<file path="src/rtl/secure_mem_requester_if.sv">
// Client-side request/response bus of the secure memory requester.
// master: the client issuing requests; slave: the requester block.
interface secure_mem_requester_if #(
   parameter int unsigned WIDTH = 256,
   parameter int unsigned AW    = 4
);
   logic             req_valid;
   logic             req_ready;
   logic             req_write;
   logic [AW-1:0]    req_addr;
   logic [WIDTH-1:0] req_wdata;
   logic             rsp_valid;
   logic             rsp_ready;
   logic [WIDTH-1:0] rsp_rdata;
   logic             rsp_err;

   modport master (
      output req_valid, req_write, req_addr, req_wdata, rsp_ready,
      input  req_ready, rsp_valid, rsp_rdata, rsp_err
   );

   modport slave (
      input  req_valid, req_write, req_addr, req_wdata, rsp_ready,
      output req_ready, rsp_valid, rsp_rdata, rsp_err
   );
endinterface

</file>
<file path="src/rtl/secure_mem_requester.sv">
// Single-outstanding request sequencer in front of a secure memory.
// Writes take one strobe cycle; reads hold rd_en until data returns or a
// cycle budget expires, then the result is parked until the client takes it.
// Optional macro SECMEM_WRITE_PROTECT_EN: writes to key slots (2, 10..13)
// are refused with an error instead of reaching the memory.
module secure_mem_requester #(
   parameter int unsigned WIDTH   = 256,
   parameter int unsigned LENGTH  = 16,
   parameter int unsigned TIMEOUT = 8,
   localparam int unsigned AW     = $clog2(LENGTH)
) (
   input  logic                 clk,
   input  logic                 rst,
   secure_mem_requester_if.slave bus,
   output logic                 mem_rd_en,
   output logic                 mem_wr_en,
   output logic [AW-1:0]        mem_addr,
   output logic [WIDTH-1:0]     mem_wrData,
   input  logic [WIDTH-1:0]     mem_rdData,
   input  logic                 mem_rdData_valid
);

   typedef enum logic [1:0] {IDLE, WRITE, READ, RESP} state_t;

   state_t           state, state_nx;
   logic [7:0]       cnt, cnt_nx;
   logic [AW-1:0]    addr_q, addr_nx;
   logic [WIDTH-1:0] wdata_q, wdata_nx;
   logic [WIDTH-1:0] rdata_q, rdata_nx;
   logic             err_q, err_nx;
   logic             key_slot_c;

   // Key-slot decode of the incoming address.
`ifdef SECMEM_WRITE_PROTECT_EN
   assign key_slot_c = (32'(bus.req_addr) == 32'd2) ||
                       ((32'(bus.req_addr) >= 32'd10) && (32'(bus.req_addr) <= 32'd13));
`else
   assign key_slot_c = 1'b0;
`endif

   // State and datapath registers; reset abandons any transaction in flight.
   always_ff @(posedge clk) begin
      if (rst) begin
         state   <= IDLE;
         cnt     <= '0;
         addr_q  <= '0;
         wdata_q <= '0;
         rdata_q <= '0;
         err_q   <= 1'b0;
      end else begin
         state   <= state_nx;
         cnt     <= cnt_nx;
         addr_q  <= addr_nx;
         wdata_q <= wdata_nx;
         rdata_q <= rdata_nx;
         err_q   <= err_nx;
      end
   end

   // Next-state and next-datapath logic.
   always_comb begin
      state_nx = state;
      cnt_nx   = cnt;
      addr_nx  = addr_q;
      wdata_nx = wdata_q;
      rdata_nx = rdata_q;
      err_nx   = err_q;
      unique case (state)
         IDLE: begin
            if (bus.req_valid) begin
               addr_nx  = bus.req_addr;
               wdata_nx = bus.req_wdata;
               rdata_nx = '0;
               err_nx   = 1'b0;
               cnt_nx   = '0;
               if (!bus.req_write) begin
                  state_nx = READ;
               end else if (key_slot_c) begin
                  err_nx   = 1'b1;
                  state_nx = RESP;
               end else begin
                  state_nx = WRITE;
               end
            end
         end
         WRITE: begin
            state_nx = RESP;
         end
         READ: begin
            cnt_nx = cnt + 8'd1;
            // Valid in the first READ cycle cannot belong to this request.
            if ((cnt != 8'd0) && mem_rdData_valid) begin
               rdata_nx = mem_rdData;
               state_nx = RESP;
            end else if (cnt == 8'(TIMEOUT - 1)) begin
               err_nx   = 1'b1;
               state_nx = RESP;
            end
         end
         RESP: begin
            if (bus.rsp_ready) state_nx = IDLE;
         end
         default: state_nx = IDLE;
      endcase
   end

   // State-decoded outputs; memory side is quiet outside READ/WRITE.
   always_comb begin
      bus.req_ready = (state == IDLE);
      bus.rsp_valid = (state == RESP);
      bus.rsp_rdata = rdata_q;
      bus.rsp_err   = err_q;
      mem_rd_en     = (state == READ);
      mem_wr_en     = (state == WRITE);
      mem_addr      = ((state == READ) || (state == WRITE)) ? addr_q : '0;
      mem_wrData    = (state == WRITE) ? wdata_q : '0;
   end

endmodule

</file>
<file path="src/flat_wrapper.sv">
// flat-port wrapper written by rule: the top's interface ports become plain ports
module secure_mem_requester_flat 
#(
   parameter int unsigned WIDTH   = 256,
   parameter int unsigned LENGTH  = 16,
   parameter int unsigned TIMEOUT = 8,
   localparam int unsigned AW     = $clog2(LENGTH)
)
  (clk, rst, mem_rd_en, mem_wr_en, mem_addr, mem_wrData, mem_rdData, mem_rdData_valid, bus_req_valid, bus_req_write, bus_req_addr, bus_req_wdata, bus_rsp_ready, bus_req_ready, bus_rsp_valid, bus_rsp_rdata, bus_rsp_err);
  secure_mem_requester_if #(.WIDTH(WIDTH), .AW((4))) bus_i ();
  input  logic clk;
  input  logic rst;
  output logic mem_rd_en;
  output logic mem_wr_en;
  output logic [AW-1:0] mem_addr;
  output logic [WIDTH-1:0] mem_wrData;
  input  logic [WIDTH-1:0] mem_rdData;
  input  logic mem_rdData_valid;
  input wire logic [$bits(bus_i.req_valid)-1:0] bus_req_valid;
  input wire logic [$bits(bus_i.req_write)-1:0] bus_req_write;
  input wire logic [$bits(bus_i.req_addr)-1:0] bus_req_addr;
  input wire logic [$bits(bus_i.req_wdata)-1:0] bus_req_wdata;
  input wire logic [$bits(bus_i.rsp_ready)-1:0] bus_rsp_ready;
  output wire logic [$bits(bus_i.req_ready)-1:0] bus_req_ready;
  output wire logic [$bits(bus_i.rsp_valid)-1:0] bus_rsp_valid;
  output wire logic [$bits(bus_i.rsp_rdata)-1:0] bus_rsp_rdata;
  output wire logic [$bits(bus_i.rsp_err)-1:0] bus_rsp_err;
  assign bus_i.req_valid = bus_req_valid;
  assign bus_i.req_write = bus_req_write;
  assign bus_i.req_addr = bus_req_addr;
  assign bus_i.req_wdata = bus_req_wdata;
  assign bus_i.rsp_ready = bus_rsp_ready;
  assign bus_req_ready = bus_i.req_ready;
  assign bus_rsp_valid = bus_i.rsp_valid;
  assign bus_rsp_rdata = bus_i.rsp_rdata;
  assign bus_rsp_err = bus_i.rsp_err;
  secure_mem_requester #(.WIDTH(WIDTH), .LENGTH(LENGTH), .TIMEOUT(TIMEOUT)) u_core (.clk(clk), .rst(rst), .bus(bus_i), .mem_rd_en(mem_rd_en), .mem_wr_en(mem_wr_en), .mem_addr(mem_addr), .mem_wrData(mem_wrData), .mem_rdData(mem_rdData), .mem_rdData_valid(mem_rdData_valid));
endmodule
</file>
<file path="config.mk">
export PLATFORM = sky130hd
export DESIGN_NAME = secure_mem_requester_flat
export DESIGN_NICKNAME = d
export VERILOG_FILES = /design/src/rtl/secure_mem_requester_if.sv /design/src/rtl/secure_mem_requester.sv /design/src/flat_wrapper.sv
export SDC_FILE = /design/constraint.sdc
export NUM_CORES = 1
export LEC_CHECK = 0
export ABC_AREA = 1
export BUFFER_PORTS_ARGS = -buffer_cell sky130_fd_sc_hd__buf_2
export CORE_AREA = 5 5 400 402
export DETAILED_ROUTE_END_ITERATION = 10
export DIE_AREA = 0 0 405 407
export PLACE_DENSITY = 0.3
export SLEW_MARGIN = 20
export SYNTH_ARGS = -nofsm -noshare
export SYNTH_HDL_FRONTEND = slang
export SYNTH_SLANG_ARGS = --single-unit
</file>
<file path="constraint.sdc">
create_clock -name clk -period 5.2 [get_ports clk]
set_clock_uncertainty 0.05 [all_clocks]
set_input_delay 0.26 -clock clk [delete_from_list [all_inputs] [get_ports clk]]
set_output_delay 0.26 -clock clk [all_outputs]
set_load 0.01 [all_outputs]
</file>
==> impl_metrics.csv, run 1 <==
group,metric,value,unit
critical_path,crit_required,4890,ps
global_routing,grt_first_pass_wirelength,181500,um
power,irDropWorstVdd,369.4,uV
drt,first_pass_iters,4,
critical_path,worst-setup-path-type,"reg -> out",
sta,timing_worst_slew_pin_value,1248,ps
synthesis,synthCells,3782,
synthesis,syn_area,23630,um2
critical_path,largest_stage_delay_on_the_critical_path,670,ps
critical_path,worstSetupEndpointType,"output port",
sta,finalHoldViolations,0,
sta,timing_max_transition_violations_final,0,
synthesis,synth_seq_cells,527,
drt,drt_drc_violations_left,0,
floorplan,fp.dieArea,164800,um2
critical_path,critical_path_peak_fanout,57,
drt,detail-route-antenna-nets,0,
clocking,tritoncts,"built",
worst_hold_path,hp-start,"bus_req_valid",
clocking,clock_root_buffer_master,"clkbuf_16",
clocking,number_of_clock_sinks,527,
sta,timing.final.setup_violations,0,
sta,post-route-period-util,62.35,%
floorplan,top_level_ports,1043,
drt,num_vias,27320,
critical_path,timing.reg2reg.setup_slack,2050,ps
sta,final.hold.worst_slack,100.9,ps
floorplan,core_area,155700,um2
power,finalPower,20030,uW
critical_path,timing.critical_path.slowest_stage_cell,"ha_4",
final_layout,postLayoutCoreUtil,24.76,%
critical_path,setup.worst_path.end,"mem_wrData[83]",
place,place.gp.congestion,0.7709,
synthesis,synth_sequential_area_ratio,44.64,%
critical_path,path_cells,"inv_1 > ha_4 > buf_4 > nand2_1 > inv_1 > buf_2",
global_routing,overflow,0,
drt,detailed_route_wire_length_per_cell,17.38,um
synthesis,syn_nets,4311,
floorplan,die_height,407,um
final_layout,area_growth,63.08,%
worst_hold_path,worstHoldPathType,"in -> reg",
drt,finalWirelength,127800,um
critical_path,crit_path_start,"u_core.state[1]$_SDFFE_PP0P_",
floorplan,start_util,15.18,%
drt,first_iter_violations,1220,
synthesis,yosys_warnings,0,
floorplan,placement_rows,145,
critical_path,worst-endpoint-arrival,2930,ps
clocking,postCtsSetupBuffers,0,
run,max-cap-violations,0,
global_routing,pin_count_of_the_biggest_net_entering_global_routing,188,
floorplan,die_w,405,um
synthesis,netlist_cell_types,24,
synthesis,postSynthAreaPerCell,6.249,um2
final_layout,post_route_cells_drive_above_1_share,22.71,%
critical_path,reg2reg_depth,8,
clocking,cts_hold_buf,518,
clocking,htree_num_levels,3,
clocking,cts_buffers,78,
sta,unrepaired_setup_endpoints_after_global_routing,"false",
clocking,longest_clk_path_bufs,3,
place,postPlaceCellArea,30710,um2
critical_path,startpoint_type,"flop",
sta,timing.setup.tns,0,ps
clocking,clock_insertion_delay_worst_skew,670,ps
clocking,path_clk_slew,60,ps
critical_path,cp_common_cell,"inv_1",
place,post-dp-hpwl,92230,um
power,power_density,519.8,nW/um2
sta,maxClockFrequency,308.4,MHz
outcome,result_of_the_run,"complete, no violations",
power,leakagePower,0.02185,uW
final_layout,postLayoutCellArea,38540,um2
critical_path,rr_startpoint,"u_core.state[0]$_SDFFE_PP0P_",
clocking,cts_repair_resize_count,0,
critical_path,crit-reg2reg-capture,"u_core.bus.rsp_rdata[241]$_SDFFE_PP0P_",
final_layout,nNetsFinal,5730,
global_routing,track_usage,14.64,%
sta,finalCriticalPeriod,3242,ps
drt,drt-vias-per-instance,3.715,
sta,relSlewSlack,16.80,%
global_routing,grt_antenna_before_repair,52,
global_routing,vias_in_the_first_global_route,27100,
place,place.port_buffers,1042,
-- where the power goes --
group / switching, uW / internal, uW / total, uW / leakage, uW
clock network: 2230 / 3100 / 5330 / 0.00124
registers: 669 / 5380 / 6050 / 0.00435
logic: 5730 / 2930 / 8660 / 0.0163
total: 8630 / 11400 / 20000 / 0.0218
-- stage by stage --
stage	cells	setup WS [ps]
5_1_grt	7343	1685
4_1_cts	7325	1721
3_5_place_dp	6661	1863
3_3_place_gp	6661	1899
2_1_floorplan	3782	3380
6_report	7354	1958
-- worst min path at each step --
stage	slack (ps)	cells after the start	endpoint
floorplan	280	1	u_core.cnt[1]$_SDFFE_PP0P_
global placement	400	2	u_core.bus.rsp_err$_SDFFE_PP0P_
detailed placement	410	2	u_core.bus.rsp_err$_SDFFE_PP0P_
CTS	3	5	u_core.state[1]$_SDFFE_PP0P_
global route	60	4	u_core.cnt[1]$_SDFFE_PP0P_
finish	100	4	u_core.cnt[1]$_SDFFE_PP0P_
-- worst max-delay path, delay by kind of cell (launching register included) --
family	cells	cell delay, ps
and+or+nand+nor	1	200
DFF	1	360
buffers and inverters	4	950
adders and majority gates	1	670
-- registers in the layout, indices dropped and copies added (netlist names) --
signal	flops
u_core.addr_q	4
u_core.bus.rsp_err	1
u_core.bus.rsp_rdata	256
u_core.cnt	8
u_core.state	2
u_core.wdata_q	256
-- cells in the mapped netlist --
cell type    n  share of area [%]
a21oi_1     99                2.1
buf_1        9               0.14
clkinv_1     1              0.016
inv_2        1              0.016
or2_2        1              0.026
clkbuf_1   159                2.5
buf_4       31               0.98
ha_1         7               0.37
nor2_1     955                 15
nand3_1     97                2.1
nor3b_1      2              0.064
dfxtp_1    527                 45
a211oi_1     1              0.032
nand4_1      4               0.11
nor3_1       1              0.021
xnor2_1      1              0.037
nand2_2      1              0.026
nand2_1    959                 15
a21boi_0     1              0.032
nand2_4      1              0.048
buf_2       47                1.0
o21ai_0    263                5.6
o21ai_2      2              0.074
inv_1      612                9.7
-- per-layer routing --
| metal | part of all wire, % | track usage, % | vias to the layer above | routed length [um] |
|---|---|---|---|---|
| met3 | 8.5 | 5.353 | 191 | 10840 |
| met1 | 42 | 17.20 | 12340 | 53340 |
| met4 | 2.8 | 4.912 | 32 | 3544 |
| met2 | 47 | 24.70 | 772 | 59890 |
| met5 | 0.15 | 0 | - | 189 |
| li1 | - | - | 13990 | - |
-- layout by cell type (no fill, tap or decap), types with 3 or more instances in the layout --
cell,netlist,layout
dlygate4sd3_1,0,518
nand2_1,959,958
clkbuf_1,159,27
clkbuf_8,0,20
clkinvlp_4,0,4
dfxtp_1,527,527
inv_1,612,612
buf_2,47,1042
clkinv_16,0,3
o21ai_0,263,263
clkbuf_16,0,78
nor2_1,955,955
clkinv_2,0,8
buf_4,31,15
nand4_1,4,4
diode_2,0,29
ha_1,7,5
nand3_1,97,97
buf_12,0,10
a21oi_1,99,99
-- cell type report --
cell class,count,area (um2)
well taps,2058,2575
multi-input cells,2395,9742
repair buffers,1585,10710
inverters,614,2320
diodes,29,72.57
clock inverters,21,239.0
flip-flops and latches,527,10550
clock buffers,125,2328
fillers,18000,117100
-- kinds of logic after synthesis --
group / Yosys count / share of synthesized area, %
simple gates: 2021 / 32.75
buf+inv: 860 / 14.40
flops: 527 / 44.64
compound gates: 366 / 7.804
fa+ha+maj: 7 / 0.3706
xor+xnor: 1 / 0.03707
Power figures use the tool's default switching activity.
==> run 2: changes to the inputs <==
==> constraint.sdc (replaced) <==
create_clock -name clk -period 3 [get_ports clk]
set_clock_uncertainty 0.05 [all_clocks]
set_input_delay 0.15 -clock clk [delete_from_list [all_inputs] [get_ports clk]]
set_output_delay 0.15 -clock clk [all_outputs]
set_load 0.01 [all_outputs]
==> run 2 against run 1 <==
Against the previous run:
- worst hold slack better by 100 ps
- total power rose by 73%
- sequential share of layout area decreased by 0.28 points
- highest routed layer unchanged
- largest power group unchanged
- die area unchanged
==> impl_metrics.csv, run 2 (synthesis results as in run 1) <==
group,metric,value,unit
power,sw_frac_of_total,42.66,%
clocking,path_clk_slew,60,ps
critical_path,worstSetupEndpointType,"flop",
critical_path,critical_path_peak_fanout,4,
final_layout,nNetsFinal,5761,
sta,finalHoldViolations,0,
drt,detailed_route_wire_length_per_cell,17.27,um
critical_path,startpoint_type,"flop",
sta,unrepaired_setup_endpoints_after_global_routing,"false",
sta,maxClockFrequency,359.7,MHz
run,max-cap-violations,0,
power,p_switching,14800,uW
final_layout,final_cell_mix,"1042 x buf_2, 958 x nand2_1, 955 x nor2_1",
power,share_clk_of_total_power,25.9,%
drt,finalWirelength,127300,um
sta,timing_max_transition_violations_final,0,
clocking,cts_buffers,76,
final_layout,area_growth,64.73,%
sta,relSlewSlack,38.79,%
critical_path,worst-setup-path-type,"reg -> reg",
sta,timing.setup.tns,0,ps
power,power_density,891.0,nW/um2
clocking,clock_insertion_delay_worst_skew,650,ps
clocking,longest_clk_path_bufs,3,
floorplan,die_w,405,um
drt,first_iter_violations,1077,
floorplan,top_level_ports,1043,
global_routing,grt_first_pass_wirelength,182000,um
critical_path,worst-endpoint-arrival,3270,ps
power,cellInternalPower,19890,uW
power,power.combinational.fraction,43.9,%
sta,finalCriticalPeriod,2780,ps
place,place.gp.congestion,0.7973,
global_routing,track_usage,14.69,%
global_routing,grt_antenna_before_repair,41,
final_layout,layout_commonest_cell,"buf_2",
clocking,number_of_clock_sinks,527,
clocking,clock_root_buffer_master,"clkbuf_16",
place,place.port_buffers,1042,
drt,first_pass_iters,5,
sta,timing_worst_slew_pin_value,918.2,ps
floorplan,core_area,155700,um2
sta,post-route-period-util,92.66,%
final_layout,fill_cells,18030,
worst_hold_path,worstHoldPathType,"in -> reg",
power,seq_power_share,30.2,%
floorplan,placement_rows,145,
drt,drt_drc_violations_left,0,
clocking,tritoncts,"built",
global_routing,vias_in_the_first_global_route,27490,
outcome,result_of_the_run,"complete, no violations",
drt,detail-route-antenna-nets,0,
power,leakagePower,0.02205,uW
final_layout,post_route_cells_drive_above_1_share,23.06,%
global_routing,pin_count_of_the_biggest_net_entering_global_routing,181,
final_layout,postLayoutCoreUtil,25.01,%
critical_path,crit_required,3490,ps
clocking,postCtsSetupBuffers,0,
floorplan,die_height,407,um
floorplan,start_util,15.18,%
clocking,htree_num_levels,3,
sta,timing.final.setup_violations,0,
drt,num_vias,27330,
floorplan,fp.dieArea,164800,um2
global_routing,overflow,0,
drt,drt-vias-per-instance,3.707,
power,irDropWorstVdd,671.4,uV
place,post-dp-hpwl,94610,um
[run 2: changes by cell type in the layout (fill, tap and decap cells not counted), moves of 2 or more]
cell,before,now
clkinvlp_4,4,1
diode_2,29,33
clkinv_2,8,10
dlygate4sd3_1,518,525
clkbuf_8,20,17
buf_4,15,25
buf_12,10,26
clkbuf_1,27,14
[run 2: metal layers]
metal  GRT usage, %  part of all wire, %  vias up
met2          24.54                   46      757
met5              0                0.089        -
li1               -                    -    14030
met4          5.181                  3.5       18
met3          5.682                  8.3      183
met1          17.16                   42    12350
[run 2: power groups by stage]
stage	registers (uW)	clock network [uW]	logic, uW
global placement	10600	0	15000
CTS	10500	9450	15700
finish	10500	8980	15200
detailed placement	10600	0	15000
global route	10800	9700	17400
floorplan	11100	0	8580
[run 2: final timing paths]
check / slack, ps / end / from / depth (start not counted)
max: 220 / u_core.state[1]$_SDFFE_PP0P_ / u_core.state[0]$_SDFFE_PP0P_ / 10
min reg2reg: 420 / u_core.bus.rsp_rdata[184]$_SDFFE_PP0P_ / u_core.bus.rsp_rdata[184]$_SDFFE_PP0P_ / 2
max reg2reg: 220 / u_core.state[1]$_SDFFE_PP0P_ / u_core.state[0]$_SDFFE_PP0P_ / 10
min: 200 / u_core.wdata_q[78]$_SDFFE_PP0P_ / bus_req_wdata[78] / 4
[run 2: cell type report]
cell class                      instances  area (um2)  share of cell area, %
Multi-Input combinational cell       2395        9754                  25.06
Antenna cell                           33       82.58                 0.2121
Clock inverter                         20       257.7                 0.6621
Clock buffer                          108        2213                  5.685
Inverter                              614        2320                  5.959
Sequential cell                       527       10550                  27.10
Tap cell                             2058        2575                  6.614
Timing Repair Buffer                 1618       11180                  28.71
[run 2: what timing repair did]
item / in CTS / in global routing
resized for setup: 0 / 2
hold endpoints to repair: 523 / 0
setup endpoints to repair: 0 / 1
hold buffers: 525 / 0
[run 2: through the flow]
stage | setup WS [ps] | cell area (um2) | cells | hold slack, ps | total power (uW)
global placement | 461.5 | 31110 | 6687 | 350.1 | 25540
CTS | 101.1 | 38840 | 7340 | 104.3 | 35630
detailed placement | 538.0 | 31110 | 6687 | 354.0 | 25620
global route | 9.472 | 38900 | 7359 | 142.4 | 37860
finish | 220.3 | 38930 | 7373 | 204.3 | 34690
floorplan | 1180 | 23630 | 3782 | 169.1 | 19680
[run 2: critical path: stages, from the launching register on]
cell and delay (ps):
dfxtp_1 360, inv_1 200, ha_4 210, inv_1 40, or2_2 310, o21ai_0 100
inv_1 110, a21oi_1 150, dlygate4sd3_1 560, nor2_1 40, dlygate4sd3_1 540
